$ cat src/rtl/fp_norm_pkg.sv
// Shared definitions for the mantissa normalizer: FSM states and default widths.
package fp_norm_pkg;

  typedef enum logic [1:0] {
    IDLE  = 2'd0,
    SHIFT = 2'd1,
    DONE  = 2'd2
  } state_t;

  localparam int DefDataWidth = 24;
  localparam int DefExpWidth  = 8;
  localparam int DefStepShift = 7;

endpackage

$ cat src/rtl/barrel_shifter.sv
// Combinational logarithmic left shifter; shift_i must not exceed MaxShift.
module barrel_shifter #(
  parameter int InputDataWidth  = 24,
  parameter int OutputDataWidth = 24,
  parameter int MaxShift        = 7
) (
  input  logic [InputDataWidth-1:0]      data_i,
  input  logic [$clog2(MaxShift+1)-1:0]  shift_i,
  output logic [OutputDataWidth-1:0]     data_o
);

  localparam int ShW = $clog2(MaxShift + 1);

  logic [OutputDataWidth-1:0] stage [ShW+1];

  assign stage[0] = OutputDataWidth'(data_i);

  // Stage gi conditionally shifts by 2**gi.
  for (genvar gi = 0; gi < ShW; gi++) begin : g_stage
    assign stage[gi+1] = shift_i[gi] ? (stage[gi] << (2 ** gi)) : stage[gi];
  end

  assign data_o = stage[ShW];

endmodule

$ cat src/rtl/norm_shift_ctrl.sv
// Multi-cycle mantissa normalizer: shifts left up to StepShift bits per cycle,
// never letting the exponent fall below 1.
module norm_shift_ctrl
  import fp_norm_pkg::*;
#(
  parameter int DataWidth = DefDataWidth,
  parameter int ExpWidth  = DefExpWidth,
  parameter int StepShift = DefStepShift
) (
  input  logic                           clk_i,
  input  logic                           rst_i,
  input  logic                           valid_i,
  output logic                           ready_o,
  input  logic [DataWidth-1:0]           mant_i,
  input  logic [ExpWidth-1:0]            exp_i,
  output logic                           valid_o,
  input  logic                           ready_i,
  output logic [DataWidth-1:0]           mant_o,
  output logic [ExpWidth-1:0]            exp_o,
  output logic [$clog2(DataWidth+1)-1:0] shift_count_o,
  output logic                           zero_o,
  output logic                           underflow_o
);

  localparam int ShW  = $clog2(StepShift + 1);
  localparam int CntW = $clog2(DataWidth + 1);

  state_t              state;
  logic [DataWidth-1:0] mant;
  logic [ExpWidth-1:0]  expo;
  logic [CntW-1:0]      count;
  logic                 zero;
  logic                 underflow;

  logic [CntW-1:0]      lz;
  logic [ShW-1:0]       step;
  logic [DataWidth-1:0] shifted;

  // Scan from LSB upward so the highest set bit wins.
  always_comb begin
    lz = CntW'(DataWidth);
    for (int i = 0; i < DataWidth; i++) begin
      if (mant[i]) lz = CntW'(DataWidth - 1 - i);
    end
  end

  always_comb begin
    int lim;
    lim = StepShift;
    if (int'(lz) < lim) lim = int'(lz);
    if (expo == '0) lim = 0;
    else if (int'(expo) - 1 < lim) lim = int'(expo) - 1;
    step = ShW'(lim);
  end

  barrel_shifter #(
    .InputDataWidth (DataWidth),
    .OutputDataWidth(DataWidth),
    .MaxShift       (StepShift)
  ) u_shift (
    .data_i (mant),
    .shift_i(step),
    .data_o (shifted)
  );

  always_ff @(posedge clk_i or posedge rst_i) begin
    if (rst_i) begin
      state     <= IDLE;
      mant      <= '0;
      expo      <= '0;
      count     <= '0;
      zero      <= 1'b0;
      underflow <= 1'b0;
    end else begin
      case (state)
        IDLE: begin
          if (valid_i) begin
            mant      <= mant_i;
            expo      <= exp_i;
            count     <= '0;
            zero      <= 1'b0;
            underflow <= 1'b0;
            state     <= SHIFT;
          end
        end
        SHIFT: begin
          if (mant == '0) begin
            expo  <= '0;
            zero  <= 1'b1;
            state <= DONE;
          end else if (step != '0) begin
            mant  <= shifted;
            expo  <= expo - ExpWidth'(step);
            count <= count + CntW'(step);
          end else begin
            // Stopped with MSB clear means the exponent clamp ended normalization.
            underflow <= ~mant[DataWidth-1];
            state     <= DONE;
          end
        end
        DONE: begin
          if (ready_i) state <= IDLE;
        end
        default: state <= IDLE;
      endcase
    end
  end

  assign ready_o       = (state == IDLE);
  assign valid_o       = (state == DONE);
  assign mant_o        = mant;
  assign exp_o         = expo;
  assign shift_count_o = count;
  assign zero_o        = zero;
  assign underflow_o   = underflow;

endmodule

$ cat config.mk
export PLATFORM = sky130hd
export DESIGN_NAME = norm_shift_ctrl
export DESIGN_NICKNAME = d
export VERILOG_FILES = /design/src/rtl/fp_norm_pkg.sv /design/src/rtl/barrel_shifter.sv /design/src/rtl/norm_shift_ctrl.sv
export SDC_FILE = /design/constraint.sdc
export NUM_CORES = 1
export LEC_CHECK = 0
export BUFFER_PORTS_ARGS = -buffer_cell sky130_fd_sc_hd__buf_2
export CAP_MARGIN = 0
export CORE_MARGIN = 2
export CORE_UTILIZATION = 35
export DETAILED_ROUTE_END_ITERATION = 8
export SYNTH_ARGS = -nofsm -noshare
export SYNTH_HDL_FRONTEND = slang
export SYNTH_HIERARCHICAL = 1
export SYNTH_SLANG_ARGS = --single-unit
$ cat constraint.sdc
create_clock -name clk_i -period 6.1 [get_ports clk_i]
set_input_delay 1.22 -clock clk_i [delete_from_list [all_inputs] [get_ports clk_i]]
set_output_delay 1.22 -clock clk_i [all_outputs]
set_load 0.05 [all_outputs]
==> metrics.log, run 1 <==
INFO  metric worstPathArrival = 4.77 ns
INFO  metric antenna_found_initial = 0
INFO  metric max_cap_violations = 0
INFO  metric yosys.area.top_type = dfrtp_1
INFO  metric top_post_synthesis_cells_by_area = dfrtp_1, nand2_1, mux2_4, mux2_2, mux2i_1
INFO  metric worstReg2RegEnd = mant_o[23]
INFO  metric post_dp_cell_area = 0.00419 mm²
INFO  metric fin_crit = 4.59 ns
INFO  metric multi_input_comb_area = 0.00252 mm²
INFO  metric floorplan.io_pins = 77
INFO  metric finalWirelength = 10.5 mm
INFO  metric report.final.slew_viol_count = 0
INFO  metric port_buffers = 76
INFO  metric hold_vio_cnt_final = 0
INFO  metric core_area = 0.0107 mm²
INFO  metric dp.final_hpwl = 7.51 mm
INFO  metric max_clock_freq = 218 MHz
INFO  metric timing.setup.tns = 0 ns
INFO  metric worst-r2r-setup-slack = 1.51 ns
INFO  metric setup_repair_after_global_routing_missed_its_margin = no
INFO  metric type_of_element_launching_the_critical_path = register
INFO  metric core.rowCount = 38
INFO  metric die-area = 0.0118 mm²
INFO  metric gp_congestion = 0.913
INFO  metric die_extent_in_x = 109 µm
INFO  metric dieHeight = 109 µm
INFO  metric grt_max_degree = 42
INFO  metric drtPass1Iterations = 4
INFO  metric mappedNetlistArea = 0.00382 mm²
INFO  metric vias_after_detailed_routing = 3483
INFO  metric wire_length_of_the_first_global_routing_pass = 17.1 mm
INFO  metric final_nets = 537
INFO  metric drt-initial-drc-count = 243
INFO  metric cts_resized = 0
INFO  metric clock_sinks = 41
INFO  metric grt.total_usage = 0.180
INFO  metric max-slew-margin-rel = 0.270
INFO  metric drc_errors = 0
INFO  metric clk_latency = 0.30 ns
INFO  metric total_of_hold_buffers_inserted_after_clock_tree_synthesis = 0
INFO  metric initial_core_util = 0.356
INFO  metric postSynthRegisterBits = 41
INFO  metric total_of_fill_cells_in_the_finished_design = 1142
INFO  metric launching_element_of_the_worst_setup_path = exp_o[0]
INFO  metric max-clock-path-buffers = 2
INFO  metric fin_skew = 0.0102 ns
INFO  metric critPathKind = register to register
INFO  metric setup_viol = 0
INFO  metric first_global_vias = 3400
INFO  metric final_period_util = 0.753
INFO  metric post_route_cells_drive_above_1_share = 0.300
INFO  metric yosysSeqAreaShare = 0.268
INFO  metric syn2layout_area_growth = 12.7%
INFO  metric r2r-start = exp_o[0]
INFO  metric synthesis.instances = 428
INFO  metric critical-path-slowest-cell = inv_1
INFO  metric cts_h_tree_depth = 2
INFO  metric worst_setup_path_endpoint = mant_o[23]
INFO  metric drt.antenna.violating_nets = 0
INFO  metric summed_area_of_non_filler_cells_in_the_final_layout = 0.00431 mm²
INFO  metric synthDistinctLibCells = 69
INFO  metric final-seq-area = 0.00103 mm²
INFO  metric worst_path_largest_cell_delay = 0.71 ns
INFO  metric critPathMaxFanout = 29
INFO  metric viasPerCell = 5.53
INFO  metric cts_buffers = 5
INFO  metric number_of_cell_instances_on_the_worst_register_to_register_path = 18
INFO  metric crit_chain = inv_1 > ha_1 > xnor2_1 > inv_1 > ha_1 > a211oi_1 > o21ai_0 > a31oi_2 > nand2_1 > mux2i_1 > nand2b_1 > inv_1 > or2_0 > o22ai_1 > a221o_1 > nand2_1 > nand2_1 > mux2_4
INFO  metric hp-start = shift_count_o[4]
INFO  metric globalRouteOverflowTotal = 0
INFO  metric netlist.area_leader.share = 0.268
INFO  metric synth-edff-count = 0
INFO  metric hp-class = register to register
INFO  metric run_status = complete, no violations
INFO  metric synth_async_reset_ratio = 1.00
INFO  metric clockRootBuffer = clkbuf_8
INFO  metric ys_warn_count = 6
INFO  metric synthesis.area_per_instance = 8.93 µm²
INFO  metric synth_top_flop_cell = dfrtp_1
INFO  metric worst_ep_required_time = 6.28 ns
INFO  metric routedWlPerCell = 16.6 µm
INFO  metric endpoint_kind = register
INFO  metric grt_busiest_layer = met2
INFO  metric path_clk_slew = 0.09 ns
INFO  metric antenna-diode-count = 0
INFO  metric cts_tree = done
INFO  metric worstMarginPinSlew = 1.09 ns
INFO  metric grtUsageMet2 = 0.314
INFO  metric fraction_of_met3_tracks_used_by_global_routing = 0.0253
INFO  metric grt_use_met1 = 0.237
INFO  metric post-cts-setup-buffers = 0
## final cells by class
cell class                 instances  share of cell area
inverter                          15              0.0131
sequential                        41               0.238
tap                              140              0.0407
timing repair buffer              80              0.0952
multi-input combinational        346               0.586
clock buffer                       7              0.0200
clock inverter                     1             0.00697
## registers in the layout, summed over array words and instances (netlist names)
signal,flops
shift_count_o,5
mant_o,24
state,2
zero_o,1
exp_o,8
underflow_o,1
## routing by layer
layer | vias to the layer above | wire (µm)
met2 | 99 | 5120
met1 | 1693 | 4830
met5 | - | 0
met4 | 0 | 54
li1 | 1687 | -
met3 | 4 | 462
## through the flow
stage	setup slack (ns)	instances	util	hold slack, ns
after CTS	1.59	630	0.401	0.496
final	1.51	630	0.401	0.492
after detailed placement	1.60	622	0.390	0.475
after floorplan	1.77	429	-	0.765
after global placement	1.71	622	0.390	0.467
after global routing	1.08	630	0.401	0.509
## Yosys cell counts (4+ instances only)
library cell / n
nand2_1: 83
dfrtp_1: 41
mux2i_1: 26
nor2_1: 26
o22ai_1: 25
mux2_2: 24
mux2_4: 19
inv_1: 15
ha_1: 10
nor3_1: 10
a21oi_1: 8
nand2b_1: 8
buf_2: 7
clkbuf_1: 7
o211ai_1: 7
o21ai_0: 7
nor2b_1: 6
a221o_1: 4
a221oi_1: 4
buf_4: 4
buf_6: 4
nor4_1: 4
o2bb2ai_1: 4
o31ai_1: 4
xnor2_1: 4
## critical path: cells and delay by family, from the launching register on
family | cells | cell delay [ns]
fa+ha+maj | 2 | 0.58
mux | 2 | 0.43
compound gates | 5 | 1.06
simple gates | 5 | 0.72
xor+xnor | 1 | 0.27
flops | 1 | 0.47
buf+inv | 3 | 0.93
## logic make-up after synthesis
family                   Yosys count  synth area share
adder cells (fa/ha/maj)           12            0.0432
multiplexers                      69             0.213
AO/OA/AOI/OAI                     92             0.184
XOR/XNOR                           6            0.0137
AND/OR/NAND/NOR                  165             0.203
other                              1          0.000981
buffers and inverters             42            0.0736
flip-flops                        41             0.268
## cell usage in the layout, fill, tap and decap left out, types with 3 or more instances in the layout
master | netlist | final
nand2_1 | 83 | 83
buf_2 | 7 | 76
dfrtp_1 | 41 | 41
mux2i_1 | 26 | 26
nor2_1 | 26 | 25
o22ai_1 | 25 | 25
mux2_2 | 24 | 24
mux2_4 | 19 | 19
inv_1 | 15 | 15
nor3_1 | 10 | 10
ha_1 | 10 | 10
nand2b_1 | 8 | 8
a21oi_1 | 8 | 8
o211ai_1 | 7 | 7
o21ai_0 | 7 | 7
clkbuf_8 | 1 | 6
nor2b_1 | 6 | 5
nor4_1 | 4 | 4
a221oi_1 | 4 | 4
o31ai_1 | 4 | 4
xnor2_1 | 4 | 4
o2bb2ai_1 | 4 | 4
buf_4 | 4 | 4
a221o_1 | 4 | 4
and3_1 | 3 | 3
nand4_1 | 3 | 3
a211oi_1 | 3 | 3
nand3_1 | 3 | 3
and2_1 | 3 | 3
a32oi_1 | 3 | 3
## worst min-delay path by stage
stage                        to  slack (ns)  cells after the start
2_1_floorplan  shift_count_o[2]        0.76                      2
3_3_place_gp   shift_count_o[4]        0.47                      1
3_5_place_dp   shift_count_o[4]        0.47                      1
4_1_cts        shift_count_o[4]        0.50                      1
5_1_grt        shift_count_o[4]        0.51                      1
6_report       shift_count_o[4]        0.49                      1
Power of run 1 is left out: the tool's default activity adds up to more than one toggle a clock period on the data nets, which glitch-free logic cannot reach.
==> run 2: changes to the inputs <==
clock period = 3.68 ns   (was 6.1 ns; I/O delays follow)
==> run 2 against run 1 <==
  * The run now ends with setup timing left
  * Worst hold slack worse by 0.015 ns
  * Final cell count increased by 7.0%
  * Via count is 4.5% higher
  * Setup slack worse by 1.5 ns
  * Clock skew grew 0.0058 ns
  * Final area up 12%
  * Die area is the same
  * Register-to-register slack got worse by 1.5 ns
  * Count of clock-buffer cells in the layout increased by 1
  * Sequential share of layout area fell by 2.3 points
  * Flip-flop and latch count unchanged
  * Highest routed layer unchanged
==> metrics.log, run 2 (same netlist as run 1, synthesis figures left out) <==
INFO  metric run_status = finished, violations left (was complete, no violations)
INFO  metric violated_checks = setup timing
INFO  metric clk_latency = 0.31 ns (was 0.30 ns)
INFO  metric type_of_element_launching_the_critical_path = register (unchanged)
INFO  metric number_of_flip_flops_under_the_largest_register_name = 24 (unchanged)
INFO  metric gp_congestion = 0.907 (was 0.913)
INFO  metric drc_errors = 0 (unchanged)
INFO  metric worstMarginPinSlew = 0.787 ns (was 1.09 ns)
INFO  metric setup_repair_after_global_routing_missed_its_margin = yes (was no)
INFO  metric fin_crit = 3.71 ns (was 4.59 ns)
INFO  metric routedWlPerCell = 16.5 µm (was 16.6 µm)
INFO  metric endpoint_kind = register (unchanged)
INFO  metric die-area = 0.0118 mm² (unchanged)
INFO  metric max-clock-path-buffers = 2 (unchanged)
INFO  metric antenna-diode-count = 0 (unchanged)
INFO  metric critPathMaxFanout = 4 (was 29)
INFO  metric worst_ep_required_time = 3.87 ns (was 6.28 ns)
INFO  metric report.final.slew_viol_count = 0 (unchanged)
INFO  metric setup_viol = 1 (was 0)
INFO  metric vias_after_detailed_routing = 3640 (was 3483)
INFO  metric worst-r2r-setup-slack = -0.03 ns (was 1.51 ns)
INFO  metric multi_input_comb_area = 0.00268 mm² (was 0.00252 mm²)
INFO  metric cts_tree = done (unchanged)
INFO  metric worstPathArrival = 3.90 ns (was 4.77 ns)
INFO  metric dieHeight = 109 µm (unchanged)
INFO  metric layout_commonest_cell = nand2_1 (unchanged)
INFO  metric port_buffers = 76 (unchanged)
INFO  metric fin_skew = 0.0160 ns (was 0.0102 ns)
INFO  metric final_nets = 581 (was 537)
INFO  metric floorplan.io_pins = 77 (unchanged)
INFO  metric critPathKind = register to register (unchanged)
INFO  metric initial_core_util = 0.356 (unchanged)
INFO  metric post_dp_cell_area = 0.00453 mm² (was 0.00419 mm²)
INFO  metric launching_element_of_the_worst_setup_path = mant_o[22] (was exp_o[0])
INFO  metric finalWirelength = 11.1 mm (was 10.5 mm)
INFO  metric drt-initial-drc-count = 136 (was 243)
INFO  metric cts_h_tree_depth = 2 (unchanged)
INFO  metric summed_area_of_non_filler_cells_in_the_final_layout = 0.00482 mm² (was 0.00431 mm²)
INFO  metric clock_sinks = 41 (unchanged)
INFO  metric fin_ws = -0.0315 ns (was 1.51 ns)
INFO  metric dp.final_hpwl = 8.09 mm (was 7.51 mm)
INFO  metric max_clock_freq = 269 MHz (was 218 MHz)
INFO  metric wire_length_of_the_first_global_routing_pass = 18.2 mm (was 17.1 mm)
INFO  metric r2r-start = mant_o[22] (was exp_o[0])
INFO  metric grt_max_degree = 42 (unchanged)
INFO  metric hold_vio_cnt_final = 0 (unchanged)
INFO  metric viasPerCell = 5.40 (was 5.53)
INFO  metric path_clk_slew = 0.09 ns (about the same)
INFO  metric grt.total_usage = 0.195 (was 0.180)
INFO  metric max_cap_violations = 0 (unchanged)
INFO  metric hp-class = register to register (unchanged)
INFO  metric antenna_found_initial = 0 (unchanged)
INFO  metric die_extent_in_x = 109 µm (unchanged)
INFO  metric hp-start = shift_count_o[4] (unchanged)
INFO  metric post_route_cells_drive_above_1_share = 0.412 (was 0.300)
INFO  metric core_area = 0.0107 mm² (unchanged)
INFO  metric core.rowCount = 38 (unchanged)
INFO  metric syn2layout_area_growth = 26.0% (was 12.7%)
INFO  metric final_period_util = 1.01 (was 0.753)
INFO  metric most_used_cells_in_the_layout_excluding_fill_and_tap_cells = nand2_1, buf_2, buf_4, dfrtp_1, mux2i_1 (was nand2_1, buf_2, dfrtp_1, mux2i_1)
INFO  metric first_global_vias = 3644 (was 3400)
INFO  metric max-slew-margin-rel = 0.472 (was 0.270)
INFO  metric cts_buffers = 5 (unchanged)
INFO  metric globalRouteOverflowTotal = 0 (unchanged)
INFO  metric total_of_fill_cells_in_the_finished_design = 1121 (was 1142)
INFO  metric final-seq-area = 0.00103 mm² (about the same)
INFO  metric total_of_hold_buffers_inserted_after_clock_tree_synthesis = 0 (unchanged)
INFO  metric drt.antenna.violating_nets = 0 (unchanged)
INFO  metric clockRootBuffer = clkbuf_8 (unchanged)
INFO  metric drtPass1Iterations = 4 (unchanged)
## run 2: path summary, 6_finish.rpt
| kind | end | cells after the start |
|---|---|---|
| worst max-delay path | exp_o[6] | 16 |
| worst min-delay path | shift_count_o[4] | 1 |
| worst max register to register | exp_o[6] | 16 |
| worst min register to register | shift_count_o[4] | 1 |
| max in group asynchronous | exp_o[1] | 3 |
| min in group asynchronous | shift_count_o[0] | 3 |
## run 2: stage by stage
step                      utilization  setup WS (ns)  std cells  setup TNS (ns)  hold WS, ns
after floorplan                     -        -0.0314        429         -0.0314        0.725
after global placement          0.422        -0.0378        653         -0.0378        0.460
after detailed placement        0.422         -0.181        653          -0.411        0.469
after CTS                       0.434        0.00147        664               0        0.487
after global routing            0.449         -0.211        674           -1.90        0.504
final                           0.449        -0.0315        674         -0.0315        0.477
## run 2: metal layers
layer | vias to the layer above | global-route usage | routed length (µm)
met4 | 0 | 0.0540 | 187
met2 | 97 | 0.329 | 5420
met1 | 1761 | 0.255 | 5010
met5 | - | 0 | 0
li1 | 1770 | - | -
met3 | 12 | 0.0368 | 524
## run 2: worst max-delay path, stage by stage (launching register included)
cell	delay [ns]
dfrtp_2	0.41
or4_4	0.55
ha_4	0.24
a211oi_4	0.21
o21ai_2	0.09
a31oi_4	0.21
buf_6	0.14
a211oi_4	0.07
nor2_4	0.13
ha_2	0.18
inv_2	0.04
fa_2	0.38
a21o_1	0.21
or4_4	0.44
nand2_2	0.08
o211ai_1	0.10
o2bb2ai_1	0.14
## run 2: layout make-up
class | instances | share of cell area
Timing Repair Buffer | 124 | 0.161
Sequential cell | 41 | 0.215
Clock buffer | 8 | 0.0187
Inverter | 15 | 0.0127
Tap cell | 140 | 0.0363
Multi-Input combinational cell | 346 | 0.556
## run 2: timing repair
item,in CTS,in global routing
cloned,0,1
pin swaps,1,5
gates resized for setup,1,20
buffers inserted,3,9
endpoints found under the setup margin,15,30
Power of run 2 is left out for the same reason.
